### src/rtl/pc_predict_unit_pkg.sv
// Shared definitions for the fetch-PC predictor: counter encodings, reset PC
// default and BTB field-width helpers.
package pc_predict_unit_pkg;

  localparam int          DEF_BIT_W     = 32;
  localparam int          DEF_BTB_DEPTH = 16;
  localparam logic [31:0] DEF_RESET_PC  = 32'h0001_0000;

  typedef enum logic [1:0] {
    CTR_SNT = 2'b00,
    CTR_WNT = 2'b01,
    CTR_WT  = 2'b10,
    CTR_ST  = 2'b11
  } ctr_e;

  // Tag covers everything above the index and the two word-offset bits.
  function automatic int tag_w(input int bit_w, input int idx_w);
    return bit_w - idx_w - 2;
  endfunction

  function automatic ctr_e ctr_next(input ctr_e c, input logic taken);
    logic [1:0] v;
    v = c;
    if (taken && (c != CTR_ST)) v = v + 2'd1;
    else if (!taken && (c != CTR_SNT)) v = v - 2'd1;
    return ctr_e'(v);
  endfunction

endpackage

### src/rtl/pc_predict_unit_btb_table.sv
// Direct-mapped BTB storage: two async read ports (fetch lookup, EX training
// lookup) and one synchronous write port. Only valid bits are reset.
module pc_predict_unit_btb_table
  import pc_predict_unit_pkg::*;
#(
  parameter int BIT_W = DEF_BIT_W,
  parameter int IDX_W = 4,
  parameter int TAG_W = tag_w(BIT_W, IDX_W)
) (
  input  logic             i_clk,
  input  logic             i_rst_n,
  input  logic [IDX_W-1:0] i_rd_idx,
  output logic             o_rd_valid,
  output logic [TAG_W-1:0] o_rd_tag,
  output logic [BIT_W-1:0] o_rd_target,
  output logic             o_rd_jump,
  output ctr_e             o_rd_ctr,
  input  logic [IDX_W-1:0] i_tr_idx,
  output logic             o_tr_valid,
  output logic [TAG_W-1:0] o_tr_tag,
  output logic [BIT_W-1:0] o_tr_target,
  output logic             o_tr_jump,
  output ctr_e             o_tr_ctr,
  input  logic             i_we,
  input  logic [IDX_W-1:0] i_wr_idx,
  input  logic [TAG_W-1:0] i_wr_tag,
  input  logic [BIT_W-1:0] i_wr_target,
  input  logic             i_wr_jump,
  input  ctr_e             i_wr_ctr
);

  localparam int DEPTH = 1 << IDX_W;

  logic [DEPTH-1:0] r_valid;
  logic [TAG_W-1:0] r_tag    [DEPTH];
  logic [BIT_W-1:0] r_target [DEPTH];
  logic             r_jump   [DEPTH];
  ctr_e             r_ctr    [DEPTH];

  always_ff @(posedge i_clk or negedge i_rst_n) begin
    if (!i_rst_n) r_valid <= '0;
    else if (i_we) r_valid[i_wr_idx] <= 1'b1;
  end

  // Payload needs no reset: it is never observed while its valid bit is clear.
  always_ff @(posedge i_clk) begin
    if (i_we) begin
      r_tag[i_wr_idx]    <= i_wr_tag;
      r_target[i_wr_idx] <= i_wr_target;
      r_jump[i_wr_idx]   <= i_wr_jump;
      r_ctr[i_wr_idx]    <= i_wr_ctr;
    end
  end

  assign o_rd_valid  = r_valid[i_rd_idx];
  assign o_rd_tag    = r_tag[i_rd_idx];
  assign o_rd_target = r_target[i_rd_idx];
  assign o_rd_jump   = r_jump[i_rd_idx];
  assign o_rd_ctr    = r_ctr[i_rd_idx];

  assign o_tr_valid  = r_valid[i_tr_idx];
  assign o_tr_tag    = r_tag[i_tr_idx];
  assign o_tr_target = r_target[i_tr_idx];
  assign o_tr_jump   = r_jump[i_tr_idx];
  assign o_tr_ctr    = r_ctr[i_tr_idx];

endmodule

### src/rtl/pc_predict_unit.sv
// Fetch-PC generator: PC register, BTB-based next-PC prediction, EX-stage
// mispredict detection/redirect and BTB training.
module pc_predict_unit
  import pc_predict_unit_pkg::*;
#(
  parameter int               BIT_W     = DEF_BIT_W,
  parameter int               BTB_DEPTH = DEF_BTB_DEPTH,
  parameter logic [BIT_W-1:0] RESET_PC  = BIT_W'(DEF_RESET_PC)
) (
  input  logic             i_clk,
  input  logic             i_rst_n,
  input  logic             i_stall,
  input  logic             i_ex_valid,
  input  logic             i_ex_is_cond,
  input  logic [BIT_W-1:0] i_ex_pc,
  input  logic             i_ex_taken,
  input  logic [BIT_W-1:0] i_ex_target,
  input  logic             i_ex_pred_taken,
  input  logic [BIT_W-1:0] i_ex_pred_target,
  output logic [BIT_W-1:0] o_PC,
  output logic [BIT_W-1:0] o_PCPlus4,
  output logic             o_pred_taken,
  output logic [BIT_W-1:0] o_pred_target,
  output logic             o_flush
);

  localparam int IDX_W = $clog2(BTB_DEPTH);
  localparam int TAG_W = tag_w(BIT_W, IDX_W);

  logic [BIT_W-1:0] r_pc;
  logic [BIT_W-1:0] w_next_pc, w_correct_pc;
  logic [IDX_W-1:0] w_idx, w_ex_idx;
  logic [TAG_W-1:0] w_tag, w_ex_tag;
  logic             w_rd_valid, w_rd_jump, w_hit;
  logic [TAG_W-1:0] w_rd_tag;
  logic [BIT_W-1:0] w_rd_target;
  ctr_e             w_rd_ctr;
  logic             w_tr_valid, w_tr_jump, w_ex_hit;
  logic [TAG_W-1:0] w_tr_tag;
  logic [BIT_W-1:0] w_tr_target;
  ctr_e             w_tr_ctr;
  logic             w_we, w_wr_jump;
  logic [BIT_W-1:0] w_wr_target;
  ctr_e             w_wr_ctr;

  assign w_idx     = r_pc[IDX_W+1:2];
  assign w_tag     = r_pc[BIT_W-1:IDX_W+2];
  assign w_ex_idx  = i_ex_pc[IDX_W+1:2];
  assign w_ex_tag  = i_ex_pc[BIT_W-1:IDX_W+2];

  assign o_PC      = r_pc;
  assign o_PCPlus4 = r_pc + BIT_W'(4);

  assign w_hit         = w_rd_valid && (w_rd_tag == w_tag);
  assign o_pred_taken  = w_hit && (w_rd_jump || (w_rd_ctr == CTR_WT) || (w_rd_ctr == CTR_ST));
  assign o_pred_target = w_hit ? w_rd_target : o_PCPlus4;

  // i_ex_valid qualifies every i_ex_* field for exactly one cycle; there is no
  // back-pressure, so a resolution is consumed in the cycle it is presented.
  assign o_flush = i_ex_valid &&
                   ((i_ex_taken != i_ex_pred_taken) ||
                    (i_ex_taken && (i_ex_target != i_ex_pred_target)));
  assign w_correct_pc = i_ex_taken ? i_ex_target : (i_ex_pc + BIT_W'(4));

  always_comb begin
    w_next_pc = o_PCPlus4;
    if (o_flush)           w_next_pc = w_correct_pc;
    else if (i_stall)      w_next_pc = r_pc;
    else if (o_pred_taken) w_next_pc = o_pred_target;
  end

  always_ff @(posedge i_clk or negedge i_rst_n) begin
    if (!i_rst_n) r_pc <= RESET_PC;
    else          r_pc <= w_next_pc;
  end

  // Training: hits update counter/target in place; taken misses (re)allocate.
  assign w_ex_hit    = w_tr_valid && (w_tr_tag == w_ex_tag);
  assign w_we        = i_ex_valid && (w_ex_hit || i_ex_taken);
  assign w_wr_target = i_ex_taken ? {i_ex_target[BIT_W-1:1], 1'b0} : w_tr_target;
  assign w_wr_jump   = w_ex_hit ? w_tr_jump : !i_ex_is_cond;
  assign w_wr_ctr    = w_ex_hit ? ctr_next(w_tr_ctr, i_ex_taken) : CTR_WT;

  pc_predict_unit_btb_table #(
    .BIT_W (BIT_W),
    .IDX_W (IDX_W),
    .TAG_W (TAG_W)
  ) u_btb (
    .i_clk       (i_clk),
    .i_rst_n     (i_rst_n),
    .i_rd_idx    (w_idx),
    .o_rd_valid  (w_rd_valid),
    .o_rd_tag    (w_rd_tag),
    .o_rd_target (w_rd_target),
    .o_rd_jump   (w_rd_jump),
    .o_rd_ctr    (w_rd_ctr),
    .i_tr_idx    (w_ex_idx),
    .o_tr_valid  (w_tr_valid),
    .o_tr_tag    (w_tr_tag),
    .o_tr_target (w_tr_target),
    .o_tr_jump   (w_tr_jump),
    .o_tr_ctr    (w_tr_ctr),
    .i_we        (w_we),
    .i_wr_idx    (w_ex_idx),
    .i_wr_tag    (w_ex_tag),
    .i_wr_target (w_wr_target),
    .i_wr_jump   (w_wr_jump),
    .i_wr_ctr    (w_wr_ctr)
  );

endmodule

### config.mk
export PLATFORM = sky130hd
export DESIGN_NAME = pc_predict_unit
export DESIGN_NICKNAME = d
export VERILOG_FILES = /design/src/rtl/pc_predict_unit_pkg.sv /design/src/rtl/pc_predict_unit_btb_table.sv /design/src/rtl/pc_predict_unit.sv
export SDC_FILE = /design/constraint.sdc
export NUM_CORES = 1
export LEC_CHECK = 0
export BUFFER_PORTS_ARGS = -buffer_cell sky130_fd_sc_hd__buf_2
export CAP_MARGIN = 20
export CORE_ASPECT_RATIO = 2
export CORE_MARGIN = 2
export CORE_UTILIZATION = 56
export CTS_BUF_LIST = sky130_fd_sc_hd__clkbuf_4
export DETAILED_ROUTE_END_ITERATION = 12
export HOLD_SLACK_MARGIN = 0.1
export PLACE_DENSITY = 0.76
export SYNTH_ARGS = -nofsm -noshare
export SYNTH_HDL_FRONTEND = slang
export SYNTH_SLANG_ARGS = --single-unit
### constraint.sdc
create_clock -name i_clk -period 4.01 [get_ports i_clk]
set_input_delay 0.401 -clock i_clk [delete_from_list [all_inputs] [get_ports i_clk]]
set_output_delay 0.401 -clock i_clk [all_outputs]
set_load 0.03 [all_outputs]
Yosys cells after proc, flatten, opt, wreduce, memory -nomap -nowiden

Memories as Yosys holds them, arrays and structs flattened.
Index checks and enable logic that the tools add are counted.

Add/subtract/negate cells: 4
Bitwise gates (word level): 1
Reductions and logical operators: 18
Muxes and demuxes: 18
Eq/ne operators: 10
Magnitude comparators: 3

Operators with widths:

| kind                  | count |
|---|---|
| $mux 32               | 6 |
| $add 32x3->32 const B | 2 |
| $eq 26x26->1          | 2 |
| $ne 32x32->1          | 1 |
| $or 16x16->16         | 1 |
| $lt 4x5->1 const B    | 2 |
| $logic_and 1x1->1     | 9 |
| $bmux 1 s4            | 2 |
| $mux 1                | 6 |
| $mux 2                | 3 |
| $demux 1 s4           | 1 |
| $eq 2x2->1 const B    | 2 |
| $ge 4x1->1 const B    | 1 |
| $logic_or 1x1->1      | 4 |
| $reduce_and 2->1      | 2 |
| $add 2x1->2 const B   | 1 |
| $logic_not 1->1       | 2 |
| $ne 1x1->1 const B    | 2 |
| $ne 2x1->1 const B    | 1 |
| $ne 2x2->1 const B    | 1 |
| $reduce_bool 2->1     | 1 |
| $sub 2x1->2 const B   | 1 |
| $ne 1x1->1            | 1 |

Register bits after elaboration: 48
Memories kept: 4
Output and inout port bits: 98
Bits in writable memories: 976

Memories:

| name           | words | bits a word | rd ports | clocked after Yosys merged registers in | wr ports | RTL line                        | source |
|---|---|---|---|---|---|---|---|
| u_btb.r_target | 16    | 32          | 1        | 0                                       | 1        | pc_predict_unit_btb_table.sv:36 | `logic [BIT_W-1:0] r_target [DEPTH];` |
| u_btb.r_tag    | 16    | 26          | 2        | 0                                       | 1        | pc_predict_unit_btb_table.sv:35 | `logic [TAG_W-1:0] r_tag [DEPTH];` |
| u_btb.r_ctr    | 16    | 2           | 2        | 0                                       | 1        | pc_predict_unit_btb_table.sv:38 | `ctr_e r_ctr [DEPTH];` |
| u_btb.r_jump   | 16    | 1           | 1        | 0                                       | 1        | pc_predict_unit_btb_table.sv:37 | `logic r_jump [DEPTH];` |

Depth between registers and ports, before layout

Gate-level depths: netlist (run 1).

Word-level depth: 8
Gate-level depth with buffers: 16

Modules after synthesis

A second synthesis (run 1) with hierarchy kept.

Cell total of the unflattened synthesis: 2,727
Area, all modules: 49,535.0 µm²

Modules (own cells, without submodules):

| module                    | seq. area each (µm²) | cells each | area each (µm²) | times used |
|---|---|---|---|---|
| pc_predict_unit_btb_table | 29,708.5             | 2,073      | 44,300.0        | 1 |
| pc_predict_unit           | 802.0                | 654        | 5,235.0         | 1 |

Worst setup path after synthesis (run 1)

Ideal clock, no wire load.

Path type: reg-to-output
From: reg r_pc[2], in the netlist o_PC[2]
To: out o_pred_target[26]
Stages on the path, launching flop included: 14
Setup slack: -0.433 ns
Data arrival time: 4.042 ns
Cells stage by stage: dfrtp_1 buf_6 buf_6 buf_2 mux4_2 mux2i_1 xor2_1 a31oi_1 nor4b_1 nand4_1 nor4_4 buf_4 nor2_1 a21oi_1

Longest elaborated chain between the ends: 4

RTL lines:

| item                                               | RTL line                                               | source |
|---|---|---|
| start: declaration                                 | pc_predict_unit.sv:30                                  | `logic [BIT_W-1:0] r_pc;` |
| start signal: assignment                           | pc_predict_unit.sv:74                                  | `else r_pc <= w_next_pc;` |
| $mem_v2 16x26 / $bmux 1 s4 (equally long branches) | n/a                                                    |  |
| $eq 26x26->1 / $mux 1 (equally long branches)      | pc_predict_unit.sv:54, pc_predict_unit_btb_table.sv:55 |  |
| $logic_and 1x1->1                                  | pc_predict_unit.sv:54                                  | `assign w_hit = w_rd_valid && (w_rd_tag == w_tag);` |
| $mux 32 (*)                                        | pc_predict_unit.sv:56                                  | `assign o_pred_target = w_hit ? w_rd_target : o_PCPlus4;` |
| end: declaration                                   | pc_predict_unit.sv:23                                  | `output logic [BIT_W-1:0] o_pred_target,` |

Every way passes the cells marked *; elsewhere a longest branch is shown, timed or not. The select of a mux whose other input is x is not followed.

Final worst setup path (run 1)

From: reg r_pc[2], in the netlist o_PC[2]
To: out o_pred_target[10]

The elaborated chain is that of the path after synthesis.

==> flow_summary.json, run 1 <==
{
  "grt_pass1_wl_um": 223000,
  "grt_start_max_net_pins": 57,
  "critical_path.slowest_cell": "mux4_2",
  "r2r-start": "o_PC[2]$_DFFE_PN0P_",
  "first_global_vias": 32600,
  "fin_ws_ns": -1.39,
  "cts_tree": "built",
  "fp.dieW_um": 207,
  "vias": 31400,
  "end_kind": "output pin",
  "clkLatencyLatePin_ns": 1.15,
  "cpMostUsedCell": "buf_6",
  "firstDrtPassIters": 6,
  "dp_slack_ns": -0.768,
  "p_switching_mw": 7.95,
  "slew_viol_final": 0,
  "critPathMaxFanout": 11,
  "start_util_pct": 56.5,
  "yosys.area.top_type": "edfxtp_1",
  "portBuffers": 200,
  "final_common_cell": "edfxtp_1",
  "reg2reg_to": "o_PC[4]$_DFFE_PN0P_",
  "routed_wl_um": 160000,
  "syn_area_per_cell_um2": 17.8,
  "syn_inst": 2584,
  "core-area_um2": 81500,
  "min_period_over_period_pct": 135,
  "maxCapViolCount": 0,
  "final_area_um2": 57500,
  "synth_ff_type": "edfxtp_1",
  "die_h_um": 409,
  "via_per_inst": 6.83,
  "wl_per_cell_um": 34.9,
  "worst-path-buf-inv": 7,
  "power_density_nw_per_um2": 463,
  "layout_common_cells": "960 x edfxtp_1, 352 x mux4_2, 343 x buf_4",
  "min_delay_worst_endpoint": "u_btb.r_target[0][28]$_DFFE_PP_",
  "p_leak_nw": 20.5,
  "slowest_delay_ns": 0.57,
  "internal_power_mw": 18.7,
  "ys_seq_area_share_pct": 65.3,
  "fillers": 5198,
  "report.final.setup_viol": 52,
  "synth.distinct_cells": 79,
  "async_flop_share_pct": 4.76,
  "min-delay-start": "i_ex_target[28]",
  "detail-route-antenna-nets": 0,
  "synthesis.area_um2": 46000,
  "dieArea_um2": 84600,
  "required_ns": 3.61,
  "hold_violations": 0,
  "finalPower_mw": 26.6,
  "hpwl_um": 106000,
  "cp.arrival_ns": 5.00,
  "start_kind": "flop",
  "clock-skew-final_ns": 0.0951,
  "drt_iter0_markers": 4008,
  "fmax_mhz": 185,
  "worstMarginPinSlew_ns": 0.921,
  "clock_sinks": 1008,
  "slew_headroom_pct": 38.5,
  "floorplan.rows": 148,
  "grt.total_usage_pct": 38.2,
  "pwr-share-clk_pct": 30.8,
  "area_delta_synth_final_pct": 25.0,
  "hold_path_class": "input port to flop",
  "overflow": 0,
  "cts_buffers": 213,
  "synth_area_leaders": "edfxtp_1 63%, mux4_2 17%, mux2i_1 2.7%",
  "reg2reg_depth": 16,
  "clk_pin_slew_ns": 0.08,
  "status": "finished with violations",
  "placed_area_um2": 51400,
  "comb_power_share_pct": 24.3,
  "rsz0062_at_grt": "yes",
  "path_cells": "buf_12, buf_4, mux4_2, mux4_2, xnor2_2, nand3_2, nor4b_4, buf_4, nand4_1, nor4_4, buf_6, buf_6, buf_12, nor2_1, a21oi_4, buf_6",
  "fin_nets": 3459,
  "rrSetupSlack_ns": -0.08,
  "cts-root-buf": "clkbuf_4",
  "swShare_pct": 29.8,
  "clk_path_buf_depth": 3,
  "antenna_found_initial": 6,
  "crit_family": "buffers and inverters",
  "syn_nets": 2694,
  "fin_util_pct": 70.6,
  "crit_cells": 16,
  "fin_crit_ns": 5.40,
  "worstSetupPathType": "flop to output pin",
  "yosysTopAreaCellShare_pct": 62.6,
  "yosysWarningCount": 0,
  "hold_path_depth": 2,
  "ys_ff_latch": 1008,
  "num_io_pins": 201,
  "failed_checks": "negative setup slack",
  "pwr-share-seq_pct": 44.9,
  "remaining_drc_errors": 0,
  "ir_worst_vdd_mv": 0.293,
  "htreeDepth": 4,
  "synth_edf_count": 960,
  "drive_gt1_share_pct": 45.1,
  "gp_congestion": 0.966
}
## registers in the layout, indices dropped and copies added (netlist names)
signal and count:
u_btb.r_target 496, u_btb.r_tag 416, o_PC 32, u_btb.r_ctr 32, u_btb.r_jump 16, u_btb.r_valid 16
## power groups by stage
stage | Clock, mW | Combinational (mW) | Sequential, mW
detailed placement | 0 | 5.47 | 12.2
global route | 8.78 | 6.62 | 12.0
floorplan | 0 | 3.04 | 12.1
CTS | 8.28 | 6.13 | 11.9
finish | 8.21 | 6.47 | 12.0
global placement | 0 | 5.41 | 12.2
## through the flow
stage / TNS [ns] / hold slack, ns / instances
detailed placement: -159.40 / 0.414 / 4032
finish: -46.41 / 0.246 / 4592
CTS: -48.91 / 0.162 / 4571
global route: -50.91 / 0.244 / 4588
floorplan: -6.72 / 0.105 / 2584
global placement: -129.24 / 0.404 / 4032
## per-layer routing
| layer | part of all wire (%) | global-route usage [%] | routed length, um |
|---|---|---|---|
| met5 | 0.0094 | 0 | 15 |
| met3 | 11 | 8.60 | 17100 |
| met2 | 49 | 61.5 | 78900 |
| met1 | 31 | 43.5 | 49200 |
| met4 | 9.5 | 31.1 | 15200 |
## logic make-up after synthesis
kind of cell	Yosys count	synth area share, %
multiplexers	506	20.7
AO/OA/AOI/OAI	309	4.57
AND/OR/NAND/NOR	412	4.72
adder cells (fa/ha/maj)	7	0.190
buffers and inverters	212	2.14
XOR/XNOR	130	2.47
flip-flops	1008	65.3
## worst max-delay path by stage
stage                        startpoint                      endpoint  slack, ns
detailed placement  o_PC[2]$_DFFE_PN0P_           o_PC[4]$_DFFE_PN0P_      -0.77
CTS                 o_PC[2]$_DFFE_PN0P_             o_pred_target[10]      -1.44
finish              o_PC[2]$_DFFE_PN0P_             o_pred_target[10]      -1.39
global route        o_PC[2]$_DFFE_PN0P_             o_pred_target[10]      -1.47
floorplan                    i_ex_pc[2]  u_btb.r_ctr[12][0]$_DFFE_PP_      -0.12
global placement    o_PC[2]$_DFFE_PN0P_          o_PC[17]$_DFFE_PN0P_      -0.57
## timing repair
item                                    4_1_cts  5_1_grt
hold buffers                                 73        0
buffers inserted                             59       17
hold endpoints to repair                   1040        0
pin swaps                                    36       30
endpoints found under the setup margin       90      239
gates resized for setup                     237      106
gates cloned                                  9        3
## cells in the mapped netlist, types with 29 or more instances
cell type,count
xor2_1,66
nor2_1,73
nand3_1,35
xnor2_1,64
and3_1,57
mux2i_1,122
a21oi_1,63
o21ai_0,70
nand4_1,40
mux2_2,29
nand2_1,89
edfxtp_1,960
mux4_2,352
buf_2,51
dfrtp_1,47
clkbuf_1,92
## area by class of cell
type                    count  area, um^2  area share (%)
flip-flops and latches   1008       30100            52.2
multi-input cells        1364       16200            28.1
repair buffers            740        6970            12.1
clock buffers             288        2160            3.76
well taps                1050        1310            2.28
clock inverters           113         766            1.33
inverters                  22        82.6           0.144
diodes                      7        17.5          0.0304
Note: power is estimated with default switching activity, not from simulation.
==> run 2, diff against run 1 <==
Settings changed: PLACE_DENSITY 0.76 to 0.74.
Clock period 4.01 ns to 5.2 ns, I/O delays scaled along.
==> flow_summary.json, run 2 (synthesis results as in run 1) <==
{
  "status": "finished with violations",
  "failed_checks": "negative setup slack",
  "min_delay_worst_endpoint": "o_PC[5]$_DFFE_PN0P_",
  "dpl.cell_count": 3807,
  "largest_reg_flops": 496,
  "rrSetupSlack_ns": 0.69,
  "use_met3_pct": 9.15,
  "cts_buffers": 210,
  "use_met1_pct": 42.1,
  "antenna_found_initial": 8,
  "via_per_inst": 6.94,
  "overflow": 0,
  "clock-skew-final_ns": 0.0819,
  "clkLatencyLatePin_ns": 1.12,
  "core-area_um2": 81500,
  "finalNonFillerCells": 4309,
  "die_h_um": 409,
  "hold_ws_ns": 0.262,
  "first_global_vias": 30500,
  "cts_tree": "built",
  "busiest_layer": "met2",
  "clk_path_buf_depth": 3,
  "finalPower_mw": 19.4,
  "start_kind": "flop",
  "grt_util_met2_pct": 57.5,
  "power_density_nw_per_um2": 359,
  "report.final.setup_viol": 32,
  "rsz0062_at_grt": "yes",
  "vias": 29900,
  "final_common_cell": "edfxtp_1",
  "fin_tns_setup_ns": -8.86,
  "layout_common_cells": "960 x edfxtp_1, 352 x mux4_2, 302 x clkbuf_4",
  "num_io_pins": 201,
  "drt_iter0_markers": 3542,
  "reg.largest.list": "u_btb.r_target: 496 flops, u_btb.r_tag: 416 flops",
  "cts-root-buf": "clkbuf_4",
  "maxCapViolCount": 0,
  "detail-route-antenna-nets": 0,
  "end_kind": "output pin",
  "slew_viol_final": 0,
  "hpwl_um": 95700,
  "wl_per_cell_um": 34.5,
  "grt_start_max_net_pins": 55,
  "clock_sinks": 1008,
  "floorplan.rows": 148,
  "drive_gt1_share_pct": 39.6,
  "ir_worst_vdd_mv": 0.315,
  "reg2reg_depth": 13,
  "p_leak_nw": 18.6,
  "start_util_pct": 56.5,
  "routed_wl_um": 149000,
  "hold_path_depth": 4,
  "worstMarginPinSlew_ns": 1.17,
  "reg2reg_to": "o_PC[25]$_DFFE_PN0P_",
  "slew_headroom_pct": 22.2,
  "htreeDepth": 4,
  "cp.arrival_ns": 5.04,
  "min_period_over_period_pct": 107,
  "hold_violations": 0,
  "grt_pass1_wl_um": 210000,
  "critPathMaxFanout": 26,
  "fp.dieW_um": 207,
  "r2r-start": "o_PC[2]$_DFFE_PN0P_",
  "fin_crit_ns": 5.56,
  "fmax_mhz": 180,
  "fin_ws_ns": -0.359,
  "fin_nets": 3189,
  "min-delay-start": "i_ex_taken",
  "clk_pin_slew_ns": 0.08,
  "remaining_drc_errors": 0,
  "gp_congestion": 0.970,
  "regMostFlops": "u_btb.r_target",
  "portBuffers": 200,
  "dieArea_um2": 84600,
  "firstDrtPassIters": 5,
  "required_ns": 4.68,
  "area_delta_synth_final_pct": 17.2,
  "worstSetupPathType": "flop to output pin",
  "hold_path_class": "input port to flop",
  "grt.total_usage_pct": 35.8,
  "dp_slack_ns": 0.263
}
[run 2: area by class of cell]
class                           count  area (um^2)
Clock inverter                     85          443
Fill cell                        5523        27500
Antenna cell                        5         12.5
Inverter                           22         82.6
Tap cell                         1050         1310
Multi-Input combinational cell   1364        15500
Clock buffer                      302         2270
Timing Repair Buffer              473         4280
Sequential cell                  1008        30000
[run 2: power breakdown]
group / switching [mW] / internal (mW)
Clock: 3.08 / 2.84
Sequential: 0.220 / 9.03
Combinational: 2.46 / 1.73
Total: 5.76 / 13.6
[run 2: repair_timing]
item	4_1_cts	5_1_grt
hold buffers	64	0
cloned	12	0
resized for setup	166	28
setup buffers	26	8
hold endpoints to repair	1006	0
endpoints found under the setup margin	40	37
pin swaps	8	11
[run 2: metal layers]
metal  vias to the layer above  part of all wire [%]
li1                      11800                     -
met1                     15100                    31
met2                      2381                    49
met3                       595                    11
met4                         6                   8.1
met5                         -                 0.018
[run 2: stage by stage]
stage               utilization, %  area [um^2]
floorplan                        -        46000
global placement              60.3        49200
detailed placement            60.3        49200
CTS                           65.9        53700
global route                  66.2        54000
finish                        66.2        54000
[run 2: how the worst max path moves through the flow]
stage / start / end / slack (ns) / depth (start not counted)
global route: o_PC[2]$_DFFE_PN0P_ / o_pred_target[18] / -0.46 / 13
CTS: o_PC[2]$_DFFE_PN0P_ / o_pred_target[18] / -0.39 / 14
global placement: o_PC[3]$_DFFE_PN0P_ / o_PC[25]$_DFFE_PN0P_ / 0.18 / 11
finish: o_PC[2]$_DFFE_PN0P_ / o_pred_target[18] / -0.36 / 12
detailed placement: i_ex_pc[3] / u_btb.r_tag[10][23]$_DFFE_PP_ / 0.26 / 14
floorplan: o_PC[2]$_DFFE_PN0P_ / o_pred_target[20] / 0.64 / 13
[run 2: critical path: stages (launching register included)]
cell and delay, ns:
dfrtp_4 0.48, buf_12 0.14, buf_8 0.27, mux4_2 0.53, mux2i_1 0.52, xor2_1 0.23
a32o_1 0.23, nand4_1 0.23, nor4_4 0.42, buf_6 0.21, buf_12 0.16, mux2_4 0.32
buf_6 0.14
